**config.mk**
```make
export PLATFORM = sky130hd
export DESIGN_NAME = pdu_dma_reader_flat
export DESIGN_NICKNAME = d
export VERILOG_FILES = /design/src/rtl/pdu_dma_if.sv /design/src/rtl/pdu_dma_reader.sv /design/src/flat_wrapper.sv
export SDC_FILE = /design/constraint.sdc
export NUM_CORES = 2
export LEC_CHECK = 0
export BUFFER_PORTS_ARGS = -buffer_cell sky130_fd_sc_hd__buf_2
export CAP_MARGIN = 10
export CELL_PAD_IN_SITES_DETAIL_PLACEMENT = 1
export CELL_PAD_IN_SITES_GLOBAL_PLACEMENT = 2
export CORE_ASPECT_RATIO = 2
export CORE_UTILIZATION = 40
export DETAILED_ROUTE_END_ITERATION = 12
export PLACE_DENSITY = 0.76
export SYNTH_ARGS = -nofsm -noshare
export SYNTH_HDL_FRONTEND = slang
export SYNTH_MEMORY_MAX_BITS = 65536
export SYNTH_SLANG_ARGS = --single-unit
```
**constraint.sdc**
```tcl
create_clock -name clk -period 86.5 [get_ports clk]
set_input_delay 12.975 -clock clk [delete_from_list [all_inputs] [get_ports clk]]
set_output_delay 12.975 -clock clk [all_outputs]
set_load 0.005 [all_outputs]
```
**src/rtl/pdu_dma_if.sv**
```systemverilog
// Bundle of descriptor, buffer-read and output-stream signals for pdu_dma_reader.
// The master modport is the reader's view; slave is the surrounding logic.
interface pdu_dma_if #(
  parameter int AW = 9,
  parameter int DW = 512
);
  logic          dma_start;
  logic [AW-1:0] dma_size;
  logic [AW-1:0] dma_base_addr;
  logic          dma_done;
  logic [AW-1:0] rd_addr;
  logic          rd_en;
  logic          rd_valid;
  logic [DW-1:0] rd_data;
  logic [DW-1:0] out_data;
  logic          out_valid;
  logic          out_ready;
  logic          out_sop;
  logic          out_eop;
  logic          err_overflow;

  modport master (
    input  dma_start, dma_size, dma_base_addr, rd_valid, rd_data, out_ready,
    output dma_done, rd_addr, rd_en, out_data, out_valid, out_sop, out_eop, err_overflow
  );

  modport slave (
    output dma_start, dma_size, dma_base_addr, rd_valid, rd_data, out_ready,
    input  dma_done, rd_addr, rd_en, out_data, out_valid, out_sop, out_eop, err_overflow
  );
endinterface

```
**src/rtl/pdu_dma_reader.sv**
```systemverilog
// Reads one descriptor's worth of flits from the PDU ring buffer and streams them
// out with sop/eop framing; read issue is credit-limited by FIFO space.
module pdu_dma_reader #(
  parameter int PDU_DEPTH  = 512,
  parameter int PDU_AWIDTH = $clog2(PDU_DEPTH),
  parameter int RD_LAT     = 2,
  parameter int FIFO_DEPTH = 8
) (
  input  logic      clk,
  input  logic      rst,
  pdu_dma_if.master bus
);
  localparam int DW  = 512;
  localparam int FAW = $clog2(FIFO_DEPTH);
  localparam int CW  = FAW + 2;
  localparam logic [1:0] ST_IDLE  = 2'd0;
  localparam logic [1:0] ST_READ  = 2'd1;
  localparam logic [1:0] ST_DRAIN = 2'd2;
  localparam logic [1:0] ST_DONE  = 2'd3;
  localparam logic [PDU_AWIDTH-1:0] A_ZERO = {PDU_AWIDTH{1'b0}};
  localparam logic [PDU_AWIDTH-1:0] A_ONE  = PDU_AWIDTH'(1);
  localparam logic [CW-1:0]         C_ZERO = {CW{1'b0}};
  localparam logic [CW-1:0]         C_ONE  = CW'(1);
  localparam logic [FAW:0]          M_ZERO = {(FAW+1){1'b0}};
  localparam logic [FAW:0]          M_ONE  = (FAW+1)'(1);

  if (FIFO_DEPTH < RD_LAT + 2 || (FIFO_DEPTH & (FIFO_DEPTH - 1)) != 0 ||
      PDU_AWIDTH != $clog2(PDU_DEPTH)) begin : g_cfg_err
    $error("pdu_dma_reader: inconsistent parameters");
  end

  logic [1:0]            state_r, state_nx_s;
  logic [PDU_AWIDTH-1:0] base_r, size_r, issue_cnt_r, ret_cnt_r, rd_addr_r;
  logic [PDU_AWIDTH-1:0] cur_base_s, cur_size_s, cur_issue_s;
  logic [CW-1:0]         inflight_r, fifo_count_s;
  logic [FAW:0]          mem_count_r;
  logic [FAW-1:0]        wr_ptr_r, rd_ptr_r;
  logic [DW+1:0]         mem_r [FIFO_DEPTH];
  logic [DW+1:0]         ret_flit_s;
  logic [DW-1:0]         out_data_r;
  logic rd_en_r, dma_done_r, err_r, out_valid_r, out_sop_r, out_eop_r;
  logic start_ok_s, want_s, credit_ok_s, issue_s, last_issue_s, full_s;
  logic ret_ok_s, dec_s, err_s, out_free_s, mem_rd_s, mem_wr_s, bypass_s;

  assign fifo_count_s = CW'(mem_count_r) + CW'(out_valid_r);
  assign credit_ok_s  = (fifo_count_s + inflight_r) < CW'(FIFO_DEPTH);
  assign full_s       = (fifo_count_s == CW'(FIFO_DEPTH));
  assign start_ok_s   = bus.dma_start && (bus.dma_size != A_ZERO);
  // In IDLE the first read goes out on the same edge that latches the descriptor.
  assign cur_base_s   = (state_r == ST_IDLE) ? bus.dma_base_addr : base_r;
  assign cur_size_s   = (state_r == ST_IDLE) ? bus.dma_size : size_r;
  assign cur_issue_s  = (state_r == ST_IDLE) ? A_ZERO : issue_cnt_r;
  assign want_s       = (state_r == ST_IDLE) ? start_ok_s : (state_r == ST_READ);
  assign issue_s      = want_s && credit_ok_s;
  assign last_issue_s = issue_s && (cur_issue_s == cur_size_s - A_ONE);

  assign dec_s      = bus.rd_valid && (inflight_r != C_ZERO);
  assign ret_ok_s   = dec_s && !full_s;
  assign err_s      = bus.rd_valid && ((inflight_r == C_ZERO) || full_s);
  assign ret_flit_s = {(ret_cnt_r == A_ZERO), (ret_cnt_r == size_r - A_ONE), bus.rd_data};
  assign out_free_s = !out_valid_r || bus.out_ready;
  assign mem_rd_s   = out_free_s && (mem_count_r != M_ZERO);
  assign bypass_s   = out_free_s && (mem_count_r == M_ZERO) && ret_ok_s;
  assign mem_wr_s   = ret_ok_s && !bypass_s;

  // Next-state selection for the transfer FSM.
  always_comb begin
    state_nx_s = state_r;
    case (state_r)
      ST_IDLE: begin
        if (bus.dma_start && (bus.dma_size == A_ZERO)) state_nx_s = ST_DONE;
        else if (start_ok_s) state_nx_s = last_issue_s ? ST_DRAIN : ST_READ;
        else state_nx_s = ST_IDLE;
      end
      ST_READ: begin
        if (last_issue_s) state_nx_s = ST_DRAIN;
        else state_nx_s = ST_READ;
      end
      ST_DRAIN: begin
        if (inflight_r == C_ZERO && mem_count_r == M_ZERO && (!out_valid_r || bus.out_ready))
          state_nx_s = ST_DONE;
        else state_nx_s = ST_DRAIN;
      end
      ST_DONE: state_nx_s = ST_IDLE;
      default: state_nx_s = ST_IDLE;
    endcase
  end

  // Control registers: FSM, read issue, credit tracking, return tagging and error flag.
  always_ff @(posedge clk) begin
    if (rst) begin
      state_r     <= ST_IDLE;
      base_r      <= A_ZERO;
      size_r      <= A_ZERO;
      issue_cnt_r <= A_ZERO;
      ret_cnt_r   <= A_ZERO;
      rd_addr_r   <= A_ZERO;
      rd_en_r     <= 1'b0;
      inflight_r  <= C_ZERO;
      dma_done_r  <= 1'b0;
      err_r       <= 1'b0;
    end else begin
      state_r    <= state_nx_s;
      dma_done_r <= (state_nx_s == ST_DONE);
      rd_en_r    <= issue_s;
      if (issue_s) rd_addr_r <= cur_base_s + cur_issue_s;
      if (issue_s) issue_cnt_r <= cur_issue_s + A_ONE;
      else if (state_r == ST_IDLE) issue_cnt_r <= A_ZERO;
      if (state_r == ST_IDLE && bus.dma_start) begin
        base_r    <= bus.dma_base_addr;
        size_r    <= bus.dma_size;
        ret_cnt_r <= A_ZERO;
      end else if (ret_ok_s) begin
        ret_cnt_r <= ret_cnt_r + A_ONE;
      end
      case ({issue_s, dec_s})
        2'b10:   inflight_r <= inflight_r + C_ONE;
        2'b01:   inflight_r <= inflight_r - C_ONE;
        default: inflight_r <= inflight_r;
      endcase
      if (err_s) err_r <= 1'b1;
    end
  end

  // FIFO storage behind the output register.
  always_ff @(posedge clk) begin
    if (mem_wr_s) mem_r[wr_ptr_r] <= ret_flit_s;
  end

  // FIFO pointers and occupancy.
  always_ff @(posedge clk) begin
    if (rst) begin
      wr_ptr_r    <= {FAW{1'b0}};
      rd_ptr_r    <= {FAW{1'b0}};
      mem_count_r <= M_ZERO;
    end else begin
      if (mem_wr_s) wr_ptr_r <= wr_ptr_r + FAW'(1);
      if (mem_rd_s) rd_ptr_r <= rd_ptr_r + FAW'(1);
      case ({mem_wr_s, mem_rd_s})
        2'b10:   mem_count_r <= mem_count_r + M_ONE;
        2'b01:   mem_count_r <= mem_count_r - M_ONE;
        default: mem_count_r <= mem_count_r;
      endcase
    end
  end

  // Registered first-word-fall-through head; an empty FIFO is bypassed by the return.
  always_ff @(posedge clk) begin
    if (rst) begin
      out_valid_r <= 1'b0;
      out_data_r  <= {DW{1'b0}};
      out_sop_r   <= 1'b0;
      out_eop_r   <= 1'b0;
    end else if (out_free_s) begin
      if (mem_rd_s) begin
        {out_sop_r, out_eop_r, out_data_r} <= mem_r[rd_ptr_r];
        out_valid_r <= 1'b1;
      end else if (bypass_s) begin
        {out_sop_r, out_eop_r, out_data_r} <= ret_flit_s;
        out_valid_r <= 1'b1;
      end else begin
        out_valid_r <= 1'b0;
      end
    end
  end

  assign bus.rd_en        = rd_en_r;
  assign bus.rd_addr      = rd_addr_r;
  assign bus.dma_done     = dma_done_r;
  assign bus.err_overflow = err_r;
  assign bus.out_valid    = out_valid_r;
  assign bus.out_data     = out_data_r;
  assign bus.out_sop      = out_sop_r;
  assign bus.out_eop      = out_eop_r;
endmodule
```
**src/flat_wrapper.sv**
```systemverilog
// flat-port wrapper written by rule: the top's interface ports become plain ports
module pdu_dma_reader_flat 
#(
  parameter int PDU_DEPTH  = 512,
  parameter int PDU_AWIDTH = $clog2(PDU_DEPTH),
  parameter int RD_LAT     = 2,
  parameter int FIFO_DEPTH = 8
)
  (clk, rst, bus_dma_start, bus_dma_size, bus_dma_base_addr, bus_rd_valid, bus_rd_data, bus_out_ready, bus_dma_done, bus_rd_addr, bus_rd_en, bus_out_data, bus_out_valid, bus_out_sop, bus_out_eop, bus_err_overflow);
  pdu_dma_if bus_i ();
  input  logic clk;
  input  logic rst;
  input wire logic [$bits(bus_i.dma_start)-1:0] bus_dma_start;
  input wire logic [$bits(bus_i.dma_size)-1:0] bus_dma_size;
  input wire logic [$bits(bus_i.dma_base_addr)-1:0] bus_dma_base_addr;
  input wire logic [$bits(bus_i.rd_valid)-1:0] bus_rd_valid;
  input wire logic [$bits(bus_i.rd_data)-1:0] bus_rd_data;
  input wire logic [$bits(bus_i.out_ready)-1:0] bus_out_ready;
  output wire logic [$bits(bus_i.dma_done)-1:0] bus_dma_done;
  output wire logic [$bits(bus_i.rd_addr)-1:0] bus_rd_addr;
  output wire logic [$bits(bus_i.rd_en)-1:0] bus_rd_en;
  output wire logic [$bits(bus_i.out_data)-1:0] bus_out_data;
  output wire logic [$bits(bus_i.out_valid)-1:0] bus_out_valid;
  output wire logic [$bits(bus_i.out_sop)-1:0] bus_out_sop;
  output wire logic [$bits(bus_i.out_eop)-1:0] bus_out_eop;
  output wire logic [$bits(bus_i.err_overflow)-1:0] bus_err_overflow;
  assign bus_i.dma_start = bus_dma_start;
  assign bus_i.dma_size = bus_dma_size;
  assign bus_i.dma_base_addr = bus_dma_base_addr;
  assign bus_i.rd_valid = bus_rd_valid;
  assign bus_i.rd_data = bus_rd_data;
  assign bus_i.out_ready = bus_out_ready;
  assign bus_dma_done = bus_i.dma_done;
  assign bus_rd_addr = bus_i.rd_addr;
  assign bus_rd_en = bus_i.rd_en;
  assign bus_out_data = bus_i.out_data;
  assign bus_out_valid = bus_i.out_valid;
  assign bus_out_sop = bus_i.out_sop;
  assign bus_out_eop = bus_i.out_eop;
  assign bus_err_overflow = bus_i.err_overflow;
  pdu_dma_reader #(.PDU_DEPTH(PDU_DEPTH), .PDU_AWIDTH(PDU_AWIDTH), .RD_LAT(RD_LAT), .FIFO_DEPTH(FIFO_DEPTH)) u_core (.clk(clk), .rst(rst), .bus(bus_i));
endmodule
```
Word-level counts from Yosys, hierarchy flattened
Memory sizes are Yosys's and may differ from the RTL's. A register that Yosys moved wholly into a read port is not among the register bits.
Index checks and enable logic that the tools add are counted.
Widths: inputs -> output; s select.
{ "word_totals": {"register_bits": 580, "latchBits": 0, "ramBits": 4112, "mem_bits_ro": 0, "in_bits": 535, "out_inout_bits": 527, "word_cells": 99, "n_memories": 1} }
{ "mem_list": {"columns": ["memory", "depth", "width", "rd", "rd_clocked_by_memory_dff", "write_ports", "line", "text"], "rows": [
  ["u_core.mem_r", 8, 514, 1, 1, 1, "pdu_dma_reader.sv:38", "logic [DW+1:0] mem_r [FIFO_DEPTH];"]
]} }
{ "op_classes": {"add_sub_neg": 13, "n_mul": 0, "div": 0, "magnitude_cmp": 1, "eq_ne": 11, "shifts": 0, "n_mux": 24, "n_bitwise": 0, "n_reduce_logical": 32} }
{ "ops": {"columns": ["op", "n"], "rows": [
  ["$mux 512", 2],
  ["$mux 9", 4],
  ["$add 9x1->9 const B", 2],
  ["$eq 9x9->1", 2],
  ["$logic_not 9->1", 2],
  ["$sub 9x1->9 const B", 2],
  ["$logic_and 1x1->1", 14],
  ["$eq 2x2->1 const B", 5],
  ["$mux 1", 10],
  ["$pmux 5 s2", 1],
  ["$add 9x9->9", 1],
  ["$reduce_bool 9->1", 1],
  ["$pmux 2 s4", 1],
  ["$pmux 4 s2", 1],
  ["$add 3x1->3 const B", 2],
  ["$eq 2x1->1 const B", 3],
  ["$mux 2", 3],
  ["$mux 3", 2],
  ["$reduce_bool 2->1", 3],
  ["$add 4x1->5", 1],
  ["$add 5x1->5 const B", 1],
  ["$add 5x5->5", 1],
  ["$eq 5x4->1 const B", 1],
  ["$logic_not 5->1", 1],
  ["12 further kinds", 15]
]} }

Depth between registers and ports, before layout
{ "depth": {"ltp_word": 10, "ltp_mapped": 19, "ltp_nobuf": 17} }

Worst setup path before layout
Ideal clock, no wire load.
{ "synth_path": {"path_type": "input -> register", "startpoint": "input port bus_rd_valid", "endpoint": "memory u_core.mem_r[1][0] in the netlist's numbering (enable)", "setup_time_ps": 2828, "arrival_ps": 65617, "t_required_ps": 83672, "slack_ps": 18055, "path_stages": 5, "path_buffers": 1, "path_cell_list": "o311ai_2 -> buf_2 -> nor2_1 -> inv_2 -> nor4b_1"} }
{ "synth_via": {"elab_chain_cells": 7} }
{ "synth_lines": {"columns": ["element", "line", "text"], "rows": [
  ["from (decl)", "flat_wrapper.sv:16", "input wire logic [$bits(bus_i.rd_valid)-1:0] bus_rd_valid;"],
  ["$logic_and 1x1->1 *", "pdu_dma_reader.sv:57", "assign dec_s = bus.rd_valid && (inflight_r != C_ZERO);"],
  ["$logic_and 1x1->1 *", "pdu_dma_reader.sv:58", "assign ret_ok_s = dec_s && !full_s;"],
  ["$logic_and 1x1->1", "pdu_dma_reader.sv:63", "assign bypass_s = out_free_s && (mem_count_r == M_ZERO) && ret_ok_s;"],
  ["$logic_not 1->1", "pdu_dma_reader.sv:64", "assign mem_wr_s = ret_ok_s && !bypass_s;"],
  ["$logic_and 1x1->1 *", "pdu_dma_reader.sv:64", null],
  ["$mux 1 *", "pdu_dma_reader.sv:127", "if (mem_wr_s) mem_r[wr_ptr_r] <= ret_flit_s;"],
  ["$mux 1 (not written as such) *", "pdu_dma_reader.sv:127", null],
  ["to (decl)", "pdu_dma_reader.sv:38", null]
]} }
Mark *: on every way between the ends. The rest lies on a longest branch, timed or not.

Final worst setup path
{ "layout_path": {"startpoint": "input port bus_out_ready", "endpoint": "memory u_core.mem_r[1][448] in the netlist's numbering (enable)"} }
{ "layout_via": {"elab_chain_cells": 7} }
{ "layout_lines": {"columns": ["element", "line", "text"], "rows": [
  ["from (decl)", "flat_wrapper.sv:18", "input wire logic [$bits(bus_i.out_ready)-1:0] bus_out_ready;"],
  ["$logic_or 1x1->1", "pdu_dma_reader.sv:61", "assign out_free_s = !out_valid_r || bus.out_ready;"],
  ["$logic_and 1x1->1 (2 in a row)", "pdu_dma_reader.sv:63", null],
  ["$logic_not 1->1", "pdu_dma_reader.sv:64", null],
  ["$logic_and 1x1->1", "pdu_dma_reader.sv:64", null],
  ["$mux 1", "pdu_dma_reader.sv:127", null],
  ["$mux 1 (not written as such)", "pdu_dma_reader.sv:127", null]
]} }
No other way between the ends.

==> summary.txt <==
Floorplan
  – Starting Density: 0.402
  – Die area: 451000 um2
  – IO Pins: 1062
  – Die Wd: 475 um
  – Core Region: 446000 um2
  – Row cnt: 347
  – Chip height: 948 um

Clock network
  – CTS Buf Count: 407
  – Clock Tree Root: clkbuf_16
  – Max clock buf depth: 4
  – Post-CTS sizing: 0
  – TritonCTS clock tree: done
  – Post-CTS Setup Inserts: 0
  – H-tree depth: 5
  – Clock Latency Late Sink: 0.98 ns
  – Clock Sink Count: 4695
  – Worst-path clk slew: 0.07 ns
  – Hold_buf cts: 0

Placement
  – Buffers on Ports: 1061
  – Placed cells: 15897
  – Final weighted congestion in routability-driven placement: 0.947
  – DP Wirelength: 294 mm

Power
  – Max IR drop VDD: 37.9 uV
  – Cell Pwr Density: 31.4 nW/um2
  – Leak: 64.6 nW

Timing
  – Period utilisation layout: 0.208
  – Skew final: 0.0773 ns
  – Slew Limit Headroom: 0.213
  – Final setup violation count: 0
  – Final max-slew violation count: 0
  – Final Hold Vio Count: 0
  – Tmin final: 17.98 ns
  – Fmax: 0.0556 GHz
  – Post-Route Setup TNS: 0 ns
  – RSZ-0062 raised after global routing: no
  – Worst slew pin tran: 1.18 ns

Cells and area
  – Register area: 135000 um2
  – Multi-input logic area: 41400 um2
  – Commonest cells after routing, fill and taps aside: 4112 x edfxtp_1, 1122 x nand2_1, 1060 x buf_2
  – Post-route insts no fill: 16727
  – Layout cells sized above 1: 0.272
  – Fillers: 42145
  – Most common cell after layout, fill and taps aside: edfxtp_1
  – Synthesis-to-finish area growth: 14.3%
  – Layout Nets: 10938

Critical path
  – Startpoint class of the critical path: input pin
  – CP required: 87.01 ns
  – Critical path capture point type: flip-flop
  – Worst Path Arrival: 18.49 ns
  – Max FO, Critical Path: 54
  – Most used cell, CP: buf_4
  – Worst-path cell chain: buf_2 > nor2b_1 > nor2b_1 > nor2_1 > inv_2 > nor4b_2 > buf_4 > buf_4 > buf_4 > buf_4 > buf_4
  – Critical Setup Path Class: input pin to flip-flop
  – Crit-path max cell delay: 0.92 ns
  – Critical-path top delay cell: buf_4

Detailed routing
  – # DRC: 0
  – DRT Wirelength: 482 mm
  – Vias per cell: 5.56
  – Initial DRC count: 7561
  – Post-DR wirelength/cell: 28.8 um
  – TritonRoute pass-1 iters: 5
  – Antenna Violating Nets Remaining: 0
  – Vias: 93021

Synth
  – Share of the synthesized area in the top cell type: 0.689
  – Syn Inst Count: 9343
  – Synthesis warning total: 0
  – Number of synthesized flops with an enable pin: 4112
  – Synthesized area per cell: 19.2 um2
  – Synth Net Count: 9908
  – Flops & latches, synth: 4695
  – Post-synthesis sequential area ratio: 0.754
  – Post-synth cell types: 64
  – Post-synth top flop: edfxtp_1
  – Cell taking the most area after synthesis: edfxtp_1
  – Ranking of synthesized cells by area: edfxtp_1 69%, mux4_2 13%, dfxtp_1 6.5%
  – Netlist Area Pre-Place: 179000 um2
  – Asr flop ratio synth: 0

Global route
  – GRT Total Usage: 0.210
  – Initial antenna violation count: 129
  – Pin count of the biggest net entering global routing: 159
  – First-pass GRT wire length: 694 mm
  – Total gr overflow: 0
  – Vias in the first global route: 99903

Hold path
  – HP Class: flip-flop to flip-flop

Outcome
  – Status: finished, final reports clean

Flow run
  – Max cap viols: 0
## metrics by stage
stage,util,worst slack [ns],instance area [um2],hold WS (ns),power (mW)
5_1_grt,0.459,68.23,205000,0.467,6.69
4_1_cts,0.459,68.46,205000,0.455,6.50
3_5_place_dp,0.428,67.44,191000,0.445,4.62
6_report,0.459,68.52,205000,0.453,6.42
3_3_place_gp,0.428,67.42,191000,0.442,4.58
2_1_floorplan,-,18.06,179000,0.437,4.16
## final cells by class
cell class / instances / area share
well taps: 5933 / 0.0363
flip-flops and latches: 4695 / 0.660
inverters: 21 / 0.000434
multi-input cells: 4029 / 0.202
clock buffers: 507 / 0.0532
repair buffers: 1219 / 0.0330
diodes: 72 / 0.000880
clock inverters: 251 / 0.0137
## worst max-delay path, delay by kind of cell
family / cells / cell delay (ns)
buffers and inverters: 7 / 4.08
AND/OR/NAND/NOR: 4 / 1.18
## final timing paths
| path | start | to | slack, ns | cells after the start |
|---|---|---|---|---|
| worst min-delay path | u_core.bus.out_data[312]$_SDFFE_PP0P_ | u_core.bus.out_data[312]$_SDFFE_PP0P_ | 0.45 | 2 |
| worst max-delay path | bus_out_ready | u_core.mem_r[1][448]$_DFFE_PP_ | 68.52 | 11 |
| worst max register to register | u_core.mem_count_r[0]$_SDFFE_PP0P_ | u_core.mem_r[1][448]$_DFFE_PP_ | 79.80 | 14 |
| worst min register to register | u_core.bus.out_data[312]$_SDFFE_PP0P_ | u_core.bus.out_data[312]$_SDFFE_PP0P_ | 0.45 | 2 |
## registers in the layout, summed over array words and instances, names as in the netlist, named ones only
name / count
u_core.issue_cnt_r: 9
u_core.mem_r: 4112
u_core.rd_ptr_r: 3
u_core.bus.out_data: 512
u_core.size_r: 9
u_core.bus.out_eop: 1
u_core.mem_count_r: 4
u_core.base_r: 9
u_core.inflight_r: 5
u_core.bus.dma_done: 1
u_core.wr_ptr_r: 3
u_core.bus.err_overflow: 1
u_core.bus.out_sop: 1
u_core.ret_cnt_r: 9
u_core.bus.out_valid: 1
u_core.state_r: 2
u_core.bus.rd_en: 1
u_core.bus.rd_addr: 9
## logic make-up after synthesis
kind of cell / synth area share
adder cells (fa/ha/maj): 0.00222
AND/OR/NAND/NOR: 0.0276
AO/OA/AOI/OAI: 0.0399
flip-flops: 0.754
multiplexers: 0.159
buffers and inverters: 0.0146
XOR/XNOR: 0.00263
## Yosys cell counts, drive strengths merged (22+ instances only)
master	n
buf	312
xnor2	29
xor2	22
a21oi	567
mux4	1028
edfxtp	4112
clkbuf	286
ha	27
mux2i	524
nor2	51
o211ai	515
nand2	1122
dfxtp	583
## layer usage
layer  up-vias  share of wire  GRT usage
li1      39718              -          -
met1     49630           0.38      0.254
met2      2802           0.52      0.369
met3       797          0.064     0.0400
met4        74          0.037     0.0779
met5         -         0.0010          0
## where the power goes
group	total, mW	internal (mW)	switching [mW]
Combinational	1.72	0.639	1.08
Clock	1.88	1.04	0.842
Sequential	2.83	2.71	0.121
Total	6.42	4.38	2.05
No activity file was read; power rests on OpenSTA's default activity.
